<file path="config.mk">
export PLATFORM = sky130hd
export DESIGN_NAME = phy_lane_arbiter_flat
export DESIGN_NICKNAME = d
export VERILOG_FILES = /design/src/rtl/phy_lane_arbiter_pkg.sv /design/src/rtl/phy_lane_arbiter_if.sv /design/src/rtl/phy_lane_arbiter_rr_pick.sv /design/src/rtl/phy_lane_arbiter.sv /design/src/flat_wrapper.sv
export SDC_FILE = /design/constraint.sdc
export NUM_CORES = 1
export LEC_CHECK = 0
export CORE_MARGIN = 3
export CORE_UTILIZATION = 45
export DETAILED_ROUTE_END_ITERATION = 8
export HOLD_SLACK_MARGIN = 0.05
export PLACE_DENSITY = 0.83
export SLEW_MARGIN = 20
export SYNTH_ARGS = -nofsm -noshare
export SYNTH_HDL_FRONTEND = slang
export SYNTH_SLANG_ARGS = --single-unit
</file>
<file path="constraint.sdc">
create_clock -name clk_f -period 3.45 [get_ports clk_f]
set_input_delay 0.5175 -clock clk_f [delete_from_list [all_inputs] [get_ports clk_f]]
set_output_delay 0.5175 -clock clk_f [all_outputs]
set_load 0.01 [all_outputs]
</file>
<file path="src/rtl/phy_lane_arbiter_pkg.sv">
// Shared constants and types for the phy lane arbiter.
// Optional grant statistics are enabled with the ARB_STATS_EN macro.
package phy_arb_pkg;
  localparam int NUM_REQ       = 4;
  localparam int IDX_W         = 2;
  localparam int DEF_BURST_MAX = 4;

  // FSM encoding: IDLE waits for a request, BURST owns the lane.
  localparam logic [0:0] IDLE  = 1'b0;
  localparam logic [0:0] BURST = 1'b1;

  typedef logic [IDX_W-1:0] req_idx_t;
endpackage

</file>
<file path="src/rtl/phy_lane_arbiter_if.sv">
// Requester/lane bundle between source logic (master) and the arbiter (slave).
// Handshake: a beat moves on a rising clk_f edge where valid_in_N & ready_N;
// valid_in_N is held until accepted, ready_N never looks at valid_in_N.
// grant_cnt_N signals exist only when ARB_STATS_EN is defined.
interface phy_lane_arbiter_if #(parameter int CNT_W = 16);
  logic [7:0] data_in_0, data_in_1, data_in_2, data_in_3;
  logic       valid_in_0, valid_in_1, valid_in_2, valid_in_3;
  logic       ready_0, ready_1, ready_2, ready_3;
  logic       pause;
  logic [7:0] data_out;
  logic       valid_out;
  logic [1:0] grant_id;
  logic       active;
`ifdef ARB_STATS_EN
  logic [CNT_W-1:0] grant_cnt_0, grant_cnt_1, grant_cnt_2, grant_cnt_3;

  modport master (
    output data_in_0, data_in_1, data_in_2, data_in_3,
    output valid_in_0, valid_in_1, valid_in_2, valid_in_3, pause,
    input  ready_0, ready_1, ready_2, ready_3,
    input  data_out, valid_out, grant_id, active,
    input  grant_cnt_0, grant_cnt_1, grant_cnt_2, grant_cnt_3
  );
  modport slave (
    input  data_in_0, data_in_1, data_in_2, data_in_3,
    input  valid_in_0, valid_in_1, valid_in_2, valid_in_3, pause,
    output ready_0, ready_1, ready_2, ready_3,
    output data_out, valid_out, grant_id, active,
    output grant_cnt_0, grant_cnt_1, grant_cnt_2, grant_cnt_3
  );
`else
  modport master (
    output data_in_0, data_in_1, data_in_2, data_in_3,
    output valid_in_0, valid_in_1, valid_in_2, valid_in_3, pause,
    input  ready_0, ready_1, ready_2, ready_3,
    input  data_out, valid_out, grant_id, active
  );
  modport slave (
    input  data_in_0, data_in_1, data_in_2, data_in_3,
    input  valid_in_0, valid_in_1, valid_in_2, valid_in_3, pause,
    output ready_0, ready_1, ready_2, ready_3,
    output data_out, valid_out, grant_id, active
  );
`endif
endinterface

</file>
<file path="src/rtl/phy_lane_arbiter_rr_pick.sv">
// Rotate-priority encoder: first set req bit scanning ptr, ptr+1, ... mod 4.
module rr_pick
  import phy_arb_pkg::*;
(
  input  logic [NUM_REQ-1:0] req,
  input  req_idx_t           ptr,
  output req_idx_t           idx,
  output logic               any
);
  req_idx_t cand;

  // Scan from the lowest priority upward so the highest-priority hit lands last.
  always_comb begin
    idx  = ptr;
    any  = 1'b0;
    cand = ptr;
    for (int k = NUM_REQ - 1; k >= 0; k--) begin
      cand = ptr + req_idx_t'(k);
      if (req[cand]) begin
        idx = cand;
        any = 1'b1;
      end
    end
  end
endmodule

</file>
<file path="src/rtl/phy_lane_arbiter.sv">
// Round-robin burst arbiter sharing one 8-bit phy lane among four requesters.
// Define ARB_STATS_EN to add saturating per-requester accepted-beat counters.
module phy_lane_arbiter
  import phy_arb_pkg::*;
#(
  parameter int BURST_MAX = DEF_BURST_MAX,
  parameter int CNT_W     = 16
) (
  input  logic                clk_f,
  input  logic                reset_L,
  phy_lane_arbiter_if.slave   bus
);
  logic [0:0] state_q, state_d;
  req_idx_t   grant_q, grant_d;
  req_idx_t   ptr_q, ptr_d;
  logic [3:0] beat_q, beat_d;
  logic [7:0] data_q, data_d;
  logic       valid_q, valid_d;

  logic [NUM_REQ-1:0] req;
  logic [7:0]         din [NUM_REQ];
  req_idx_t           pick_ptr, pick_idx;
  logic               pick_any;
  logic               owner_valid, xfer, last_beat;

  assign req    = {bus.valid_in_3, bus.valid_in_2, bus.valid_in_1, bus.valid_in_0};
  assign din[0] = bus.data_in_0;
  assign din[1] = bus.data_in_1;
  assign din[2] = bus.data_in_2;
  assign din[3] = bus.data_in_3;

  // In BURST the only pick ever used is the handover, so scan from owner+1.
  assign pick_ptr    = (state_q == BURST) ? grant_q + 2'd1 : ptr_q;
  assign owner_valid = req[grant_q];
  assign xfer        = (state_q == BURST) && !bus.pause && owner_valid;
  assign last_beat   = (beat_q == 4'(BURST_MAX - 1));

  rr_pick u_pick (
    .req (req),
    .ptr (pick_ptr),
    .idx (pick_idx),
    .any (pick_any)
  );

  // Next-state: grant, burst counting, release with same-cycle re-pick.
  always_comb begin
    state_d = state_q;
    grant_d = grant_q;
    ptr_d   = ptr_q;
    beat_d  = beat_q;
    data_d  = data_q;
    valid_d = 1'b0;
    if (!bus.pause) begin
      if (state_q == IDLE) begin
        if (pick_any) begin
          state_d = BURST;
          grant_d = pick_idx;
          beat_d  = 4'd0;
        end
      end else begin
        if (xfer) begin
          data_d  = din[grant_q];
          valid_d = 1'b1;
          beat_d  = beat_q + 4'd1;
        end
        if (!owner_valid || last_beat) begin
          ptr_d = pick_ptr;
          if (pick_any) begin
            grant_d = pick_idx;
            beat_d  = 4'd0;
          end else begin
            state_d = IDLE;
          end
        end
      end
    end
  end

  // State and lane registers.
  always_ff @(posedge clk_f or negedge reset_L) begin
    if (!reset_L) begin
      state_q <= IDLE;
      grant_q <= '0;
      ptr_q   <= '0;
      beat_q  <= '0;
      data_q  <= '0;
      valid_q <= 1'b0;
    end else begin
      state_q <= state_d;
      grant_q <= grant_d;
      ptr_q   <= ptr_d;
      beat_q  <= beat_d;
      data_q  <= data_d;
      valid_q <= valid_d;
    end
  end

  assign bus.data_out  = data_q;
  assign bus.valid_out = valid_q;
  assign bus.grant_id  = grant_q;
  assign bus.active    = (state_q == BURST);
  assign bus.ready_0   = (state_q == BURST) && (grant_q == 2'd0) && !bus.pause;
  assign bus.ready_1   = (state_q == BURST) && (grant_q == 2'd1) && !bus.pause;
  assign bus.ready_2   = (state_q == BURST) && (grant_q == 2'd2) && !bus.pause;
  assign bus.ready_3   = (state_q == BURST) && (grant_q == 2'd3) && !bus.pause;

`ifdef ARB_STATS_EN
  logic [CNT_W-1:0] gcnt_q [NUM_REQ];

  // Saturating accepted-beat counter for the current owner.
  always_ff @(posedge clk_f or negedge reset_L) begin
    if (!reset_L) begin
      for (int i = 0; i < NUM_REQ; i++) gcnt_q[i] <= '0;
    end else if (xfer && (gcnt_q[grant_q] != {CNT_W{1'b1}})) begin
      gcnt_q[grant_q] <= gcnt_q[grant_q] + 1'b1;
    end
  end

  assign bus.grant_cnt_0 = gcnt_q[0];
  assign bus.grant_cnt_1 = gcnt_q[1];
  assign bus.grant_cnt_2 = gcnt_q[2];
  assign bus.grant_cnt_3 = gcnt_q[3];
`endif
endmodule

</file>
<file path="src/flat_wrapper.sv">
// flat-port wrapper written by rule: the top's interface ports become plain ports
module phy_lane_arbiter_flat import phy_arb_pkg::*;
#(
  parameter int BURST_MAX = DEF_BURST_MAX,
  parameter int CNT_W     = 16
)
  (clk_f, reset_L, bus_data_in_0, bus_data_in_1, bus_data_in_2, bus_data_in_3, bus_valid_in_0, bus_valid_in_1, bus_valid_in_2, bus_valid_in_3, bus_pause, bus_ready_0, bus_ready_1, bus_ready_2, bus_ready_3, bus_data_out, bus_valid_out, bus_grant_id, bus_active);
  phy_lane_arbiter_if #(.CNT_W(CNT_W)) bus_i ();
  input  logic clk_f;
  input  logic reset_L;
  input wire logic [$bits(bus_i.data_in_0)-1:0] bus_data_in_0;
  input wire logic [$bits(bus_i.data_in_1)-1:0] bus_data_in_1;
  input wire logic [$bits(bus_i.data_in_2)-1:0] bus_data_in_2;
  input wire logic [$bits(bus_i.data_in_3)-1:0] bus_data_in_3;
  input wire logic [$bits(bus_i.valid_in_0)-1:0] bus_valid_in_0;
  input wire logic [$bits(bus_i.valid_in_1)-1:0] bus_valid_in_1;
  input wire logic [$bits(bus_i.valid_in_2)-1:0] bus_valid_in_2;
  input wire logic [$bits(bus_i.valid_in_3)-1:0] bus_valid_in_3;
  input wire logic [$bits(bus_i.pause)-1:0] bus_pause;
  output wire logic [$bits(bus_i.ready_0)-1:0] bus_ready_0;
  output wire logic [$bits(bus_i.ready_1)-1:0] bus_ready_1;
  output wire logic [$bits(bus_i.ready_2)-1:0] bus_ready_2;
  output wire logic [$bits(bus_i.ready_3)-1:0] bus_ready_3;
  output wire logic [$bits(bus_i.data_out)-1:0] bus_data_out;
  output wire logic [$bits(bus_i.valid_out)-1:0] bus_valid_out;
  output wire logic [$bits(bus_i.grant_id)-1:0] bus_grant_id;
  output wire logic [$bits(bus_i.active)-1:0] bus_active;
  assign bus_i.data_in_0 = bus_data_in_0;
  assign bus_i.data_in_1 = bus_data_in_1;
  assign bus_i.data_in_2 = bus_data_in_2;
  assign bus_i.data_in_3 = bus_data_in_3;
  assign bus_i.valid_in_0 = bus_valid_in_0;
  assign bus_i.valid_in_1 = bus_valid_in_1;
  assign bus_i.valid_in_2 = bus_valid_in_2;
  assign bus_i.valid_in_3 = bus_valid_in_3;
  assign bus_i.pause = bus_pause;
  assign bus_ready_0 = bus_i.ready_0;
  assign bus_ready_1 = bus_i.ready_1;
  assign bus_ready_2 = bus_i.ready_2;
  assign bus_ready_3 = bus_i.ready_3;
  assign bus_data_out = bus_i.data_out;
  assign bus_valid_out = bus_i.valid_out;
  assign bus_grant_id = bus_i.grant_id;
  assign bus_active = bus_i.active;
  phy_lane_arbiter #(.BURST_MAX(BURST_MAX), .CNT_W(CNT_W)) u_core (.clk_f(clk_f), .reset_L(reset_L), .bus(bus_i));
endmodule
</file>
== After elaboration in Yosys (flattened, before gate mapping) ==
Cells that the tools add are included.
Widths: inputs -> output; s select.

* Bitwise operators: 2
* Mux-type cells: 36
* Order comparisons: 6
* $add $sub $neg: 5
* Reductions and logical operators: 19
* Equality and inequality tests: 5

{| class="wikitable"
|+ Operators by type and width
! cell !! count
|-
| $mux 4 || 5
|-
| $bmux 8 s2 || 1
|-
| $mux 2 || 8
|-
| $mux 8 || 2
|-
| $lt 2x3->1 const B || 5
|-
| $mux 1 || 15
|-
| $bmux 1 s2 || 5
|-
| $logic_and 1x1->1 || 10
|-
| $reduce_and 3->1 || 2
|-
| $add 2x1->2 const B || 2
|-
| $add 2x2->2 const B || 2
|-
| $add 4x1->4 const B || 1
|-
| $eq 2x2->1 const B || 2
|-
| $eq 4x2->1 const B || 1
|-
| $reduce_and 2->1 || 2
|-
| $ge 3x3->1 const B || 1
|-
| $not 2->3 || 1
|-
| $eq 2x1->1 const B || 1
|-
| $logic_not 1->1 || 2
|-
| $logic_not 2->1 || 1
|-
| $ne 2x2->1 const B || 1
|-
| $reduce_bool 2->1 || 1
|-
| $logic_or 1x1->1 || 1
|-
| $not 1->1 || 1
|}

* Word-level logic and storage cells: 79
* Input bits: 39
* Flip-flop bits (word level): 18

== Depth between registers and ports, before layout ==
* Depth after elaboration: 12
* Mapped depth: 7

== By module ==
Synthesis repeated with hierarchy kept, for this count alone.

* Cells, all modules: 103
* Area, all modules: 1296.2 sq um

{| class="wikitable"
|+ Modules (own cells, without submodules)
! module !! times used !! area each (sq um) !! cells each !! sequential area each (sq um)
|-
| phy_lane_arbiter || 1 || 1196.1 || 87 || 450.4
|-
| rr_pick || 1 || 100.1 || 16 || 0.0
|}

== Least setup slack after synthesis ==
OpenSTA, ideal clock, no wires.

* Path type: reg2reg
* From: register u_core.grant_q[0] (netlist: u_core.bus.grant_id[0])
* To: register u_core.grant_q[0] (netlist: u_core.bus.grant_id[0])
* Path buffers: 1
* Data arrival time: 1.962 ns
* Slack: 1.387 ns
* Required time: 3.349 ns
* Cell stages (with the launch flop): 8
* Period minus slack after synthesis: 2.063 ns
* Cells stage by stage: dfrtp_1 > buf_6 > inv_1 > ha_1 > mux2i_2 > o32ai_1 > a211o_1 > o32ai_1

* Word-level cells in the longest chain between the ends: 12
* Elaborated cells between the ends (all ways): 30

{| class="wikitable"
|+ Ends and longest elaborated chain
! element !! RTL line !! RTL
|-
| start: declaration || phy_lane_arbiter.sv:14 || <nowiki>req_idx_t grant_q, grant_d;</nowiki>
|-
| start signal: assignment || phy_lane_arbiter.sv:90 || <nowiki>grant_q <= grant_d;</nowiki>
|-
| $add 2x1->2 || phy_lane_arbiter.sv:33 || <nowiki>assign pick_ptr = (state_q == BURST) ? grant_q + 2'd1 : ptr_q;</nowiki>
|-
| $mux 2 || phy_lane_arbiter.sv:33 ||
|-
| $add 2x2->2 || phy_lane_arbiter_rr_pick.sv:18 || <nowiki>cand = ptr + req_idx_t'(k);</nowiki>
|-
| $bmux 1 s2 || phy_lane_arbiter_rr_pick.sv:19 || <nowiki>if (req[cand]) begin</nowiki>
|-
| $mux 1 (not written as such) || phy_lane_arbiter_rr_pick.sv:19 ||
|-
| $mux 2 / $mux 1 (equally long branches) (4 in a row) || phy_lane_arbiter_rr_pick.sv:19 ||
|-
| $mux 2 || phy_lane_arbiter.sv:55, phy_lane_arbiter.sv:68 ||
|-
| $mux 2 || phy_lane_arbiter.sv:66 || <nowiki>if (!owner_valid || last_beat) begin</nowiki>
|-
| $mux 2 || phy_lane_arbiter.sv:54 || <nowiki>if (state_q == IDLE) begin</nowiki>
|}

Several ways; a longest one is shown, not always the timed one. The select of a mux whose other input is x is not followed.
A chain may end at the register's enable or synchronous reset.

== Worst setup path in the final report ==
* From: input bus_pause
* To: output bus_ready_2

* Word-level cells in the longest chain between the ends: 2

{| class="wikitable"
|+ Ends and longest elaborated chain
! element !! RTL line !! RTL
|-
| start: declaration || flat_wrapper.sv:19 || <nowiki>input wire logic [$bits(bus_i.pause)-1:0] bus_pause;</nowiki>
|-
| $logic_not 1->1 || phy_lane_arbiter.sv:104 || <nowiki>assign bus.ready_2 = (state_q == BURST) && (grant_q == 2'd2) && !bus.pause;</nowiki>
|-
| $logic_and 1x1->1 || phy_lane_arbiter.sv:104 ||
|-
| end: declaration || flat_wrapper.sv:22 || <nowiki>output wire logic [$bits(bus_i.ready_2)-1:0] bus_ready_2;</nowiki>
|}

No other way between the ends.

==> results_tabular.tex <==
\begin{tabular}{lr}
\hline
Metric & Value \\
\hline
\multicolumn{2}{l}{\textbf{Place}} \\
Buffers on Ports & 54 \\
Final RePlAce weighted congestion & 0.7579 \\
Total half-perimeter wirelength after legalization and detailed placement & 2488 um \\
Placed cell areas & approximately 0.0018 mm2 \\
\multicolumn{2}{l}{\textbf{Logic synthesis}} \\
Seq/Total Area, Yosys & 36.73\% \\
Most used flip-flop cell after synthesis & sky130\_fd\_sc\_hd\_\_dfrtp\_1 \\
Mean cell area of the mapped netlist & 12.39 um2 \\
Unique cell type count in the Yosys netlist & 38 \\
Count of flip-flops with a built-in enable after synthesis & 0 \\
Gate Count Post-Synth & 99 \\
Post-Syn Area & 0.001226 mm2 \\
Net count after synthesis & 143 \\
Share of async-settable or async-resettable flops after synthesis & 100.0\% \\
Count of yosys warnings during synthesis & 0 \\
Number of synthesized register bits & 18 \\
\multicolumn{2}{l}{\textbf{Final layout}} \\
Final-layout fill cell count & 191 \\
Finished layout cell area & 0.001808 mm2 \\
Area overhead of the layout relative to synthesis & 47.45\% \\
Antenna diode instance count & 0 \\
Nets & 199 \\
Layout cells sized above 1 & 17.53\% \\
\multicolumn{2}{l}{\textbf{Route}} \\
Final wirelength & between 3000 and 4000 um \\
Initial DRC Count & 31 \\
Antenna Violating Nets Remaining & 0 \\
Vias post-DR & 1027 \\
Drt pass-1 iters & 5 \\
Average detailed-routed wire length per instance & $\sim$17 um \\
Detailed-route vias per instance & 5.582 \\
Number of remaining DRC errors & 0 \\
\multicolumn{2}{l}{\textbf{Die}} \\
Number of top-level pins & 55 \\
Total Die Area & 0.003387 mm2 \\
Number of rows created at floorplan & 18 \\
Height of the die & 58.20 um \\
Core Box Area & 0.002545 mm2 \\
Initial Utilization & 48.18\% \\
Die Wd & 58.20 um \\
\multicolumn{2}{l}{\textbf{CTS}} \\
Latest clock arrival within the worst-skew pair & 290 ps \\
Number of buffers created by CTS & 3 \\
H-tree levels & 1 \\
Clock-pin slew reported for the worst setup and hold paths after clock tree synthesis & 120 ps \\
Total number of clock tree sinks & 18 \\
Maximum buffer depth of the clock tree & 2 \\
Clock tree from TritonCTS & done \\
Number of resized instances in the post-cts repair step & 0 \\
Hold bufs inserted after CTS & 0 \\
Number of buffers added for setup after CTS & 0 \\
Root Buffer & sky130\_fd\_sc\_hd\_\_clkbuf\_4 \\
\multicolumn{2}{l}{\textbf{Timing}} \\
Share of the clock period used by the worst path & 79.64\% \\
Minimum clock period & $\sim$2700 ps \\
Setup violation total in the final timing report & 0 \\
Setup skew after layout & 10.34 ps \\
Worst slew margin relative to its limit & 45.77\% \\
Slew of the pin with the lowest slew margin & around 800 ps \\
Total negative slack & 0 ps \\
Unrepaired setup endpoints after global routing & no \\
WHS & roughly 500 ps \\
Final count of hold timing violations & 0 \\
Max Clock Freq & around 0.36 GHz \\
Number of max-slew violations in the final report & 0 \\
\multicolumn{2}{l}{\textbf{Critical path}} \\
CP startpoint kind & input pin \\
Critical path peak fanout & 8 \\
Arrival time at the worst endpoint & around 2200 ps \\
Data required time at the worst endpoint & 2930 ps \\
Category of the most critical setup path & input pin to primary output \\
CP endpoint kind & primary output \\
\multicolumn{2}{l}{\textbf{GRT}} \\
Global routing usage summed across all routing layers & just under 20\% \\
Vias in the first global route & 1141 \\
Number of antenna violations at the first check in global routing & 0 \\
Largest net degree at the start of global routing & 19 \\
First-pass GRT wire length & 5209 um \\
Total overflow reported by the global router & 0 \\
\multicolumn{2}{l}{\textbf{Flow run}} \\
Max capacitance violation total & 0 \\
\multicolumn{2}{l}{\textbf{Power and ir drop}} \\
LEAKAGE & 0.7612 nW \\
Maximum vdd drop & between 0.4 and 0.5 mV \\
Power density relative to cell area & 706.7 mW/mm2 \\
\multicolumn{2}{l}{\textbf{Outcome}} \\
Status & complete, no violations \\
\multicolumn{2}{l}{\textbf{Hold path}} \\
Type of the most critical hold path & flip-flop to flip-flop \\
\hline
\end{tabular}
[metrics by stage]
stage                     setup WS (ps)  cells  util, %  power (W)
after floorplan                    1387     99        -  0.0008707
after global placement            813.0    180    69.62   0.001120
after detailed placement          734.4    180    69.62   0.001153
after CTS                         707.1    184    71.04   0.001289
after global routing              586.8    184    71.04   0.001359
final                             702.3    184    71.04   0.001278
[cells by family after synthesis]
group,after synthesis,share of synthesized area [%]
flops,18,36.73
buf+inv,10,5.306
compound gates,20,11.33
fa+ha+maj,5,5.102
simple gates,26,12.65
mux,20,28.88
[power by group]
part           switching, W  internal (W)
registers         0.0000846      0.000299
logic              0.000305      0.000457
clock network     0.0000686     0.0000642
[Yosys cell counts, types with 2 or more instances]
cell	count	share of area [%]
sky130_fd_sc_hd__nand2_1	6	1.8
sky130_fd_sc_hd__nor4_1	2	1.0
sky130_fd_sc_hd__and2_1	6	3.1
sky130_fd_sc_hd__and3_1	2	1.0
sky130_fd_sc_hd__dfrtp_1	18	37
sky130_fd_sc_hd__nor2b_1	2	1.0
sky130_fd_sc_hd__mux4_2	9	17
sky130_fd_sc_hd__inv_1	5	1.5
sky130_fd_sc_hd__o31ai_1	2	1.2
sky130_fd_sc_hd__o32ai_1	3	2.1
sky130_fd_sc_hd__mux2_2	2	1.8
sky130_fd_sc_hd__mux2_4	7	8.6
sky130_fd_sc_hd__a21oi_1	3	1.2
sky130_fd_sc_hd__o21ai_0	4	1.6
sky130_fd_sc_hd__ha_1	5	5.1
[state kept, by name, indices dropped and copies added, names as in the netlist]
name	cells
u_core.beat_q	4
u_core.bus.valid_out	1
u_core.bus.data_out	8
u_core.ptr_q	2
u_core.bus.grant_id	2
u_core.bus.active	1
[cell type report]
| type | instances | area [um2] | area share, % |
|---|---|---|---|
| clock buffers | 4 | 36.28 | 2.007 |
| inverters | 6 | 25.02 | 1.384 |
| multi-input cells | 71 | 710.7 | 39.31 |
| flip-flops and latches | 18 | 450.4 | 24.91 |
| well taps | 30 | 37.54 | 2.076 |
| repair buffers | 55 | 548.0 | 30.31 |
[cells in the final DEF, fill, tap and decap left out, types with 2 or more instances in the layout]
| cell | n |
|---|---|
| sky130_fd_sc_hd__a21oi_1 | 3 |
| sky130_fd_sc_hd__and2_1 | 6 |
| sky130_fd_sc_hd__mux2_2 | 2 |
| sky130_fd_sc_hd__ha_1 | 5 |
| sky130_fd_sc_hd__o32ai_1 | 3 |
| sky130_fd_sc_hd__clkbuf_4 | 3 |
| sky130_fd_sc_hd__dfrtp_1 | 18 |
| sky130_fd_sc_hd__clkdlybuf4s50_1 | 54 |
| sky130_fd_sc_hd__o21ai_0 | 4 |
| sky130_fd_sc_hd__nand2_1 | 6 |
| sky130_fd_sc_hd__mux2_4 | 7 |
| sky130_fd_sc_hd__o31ai_1 | 2 |
| sky130_fd_sc_hd__and3_1 | 2 |
| sky130_fd_sc_hd__mux4_2 | 9 |
| sky130_fd_sc_hd__nor4_1 | 2 |
| sky130_fd_sc_hd__nor2b_1 | 2 |
| sky130_fd_sc_hd__inv_1 | 5 |
[final timing paths]
path	start	end	slack (ps)	cells past startpoint
min reg2reg	u_core.beat_q[3]	u_core.beat_q[3]	500	1
max reg2reg	u_core.bus.grant_id[1]	u_core.bus.grant_id[0]	1050	6
max	bus_pause	bus_ready_2	700	4
min	u_core.beat_q[3]	u_core.beat_q[3]	500	1
max in group asynchronous	reset_L	u_core.bus.data_out[2]	2260	1
min in group asynchronous	reset_L	u_core.bus.active	680	1
[critical path, cell delays in order]
cell and delay [ps]:
sky130_fd_sc_hd__clkdlybuf4s50_1 440, sky130_fd_sc_hd__nor2b_1 510, sky130_fd_sc_hd__and2_1 230, sky130_fd_sc_hd__clkdlybuf4s50_1 530
[metal layers]
layer	track usage [%]	vias to the layer above	wire, um
met1	25.53	505	1235
li1	-	484	-
met4	6.954	0	61
met5	0	-	0
met3	2.004	6	105
met2	34.68	32	1751
(Power assumes the default switching activity.)
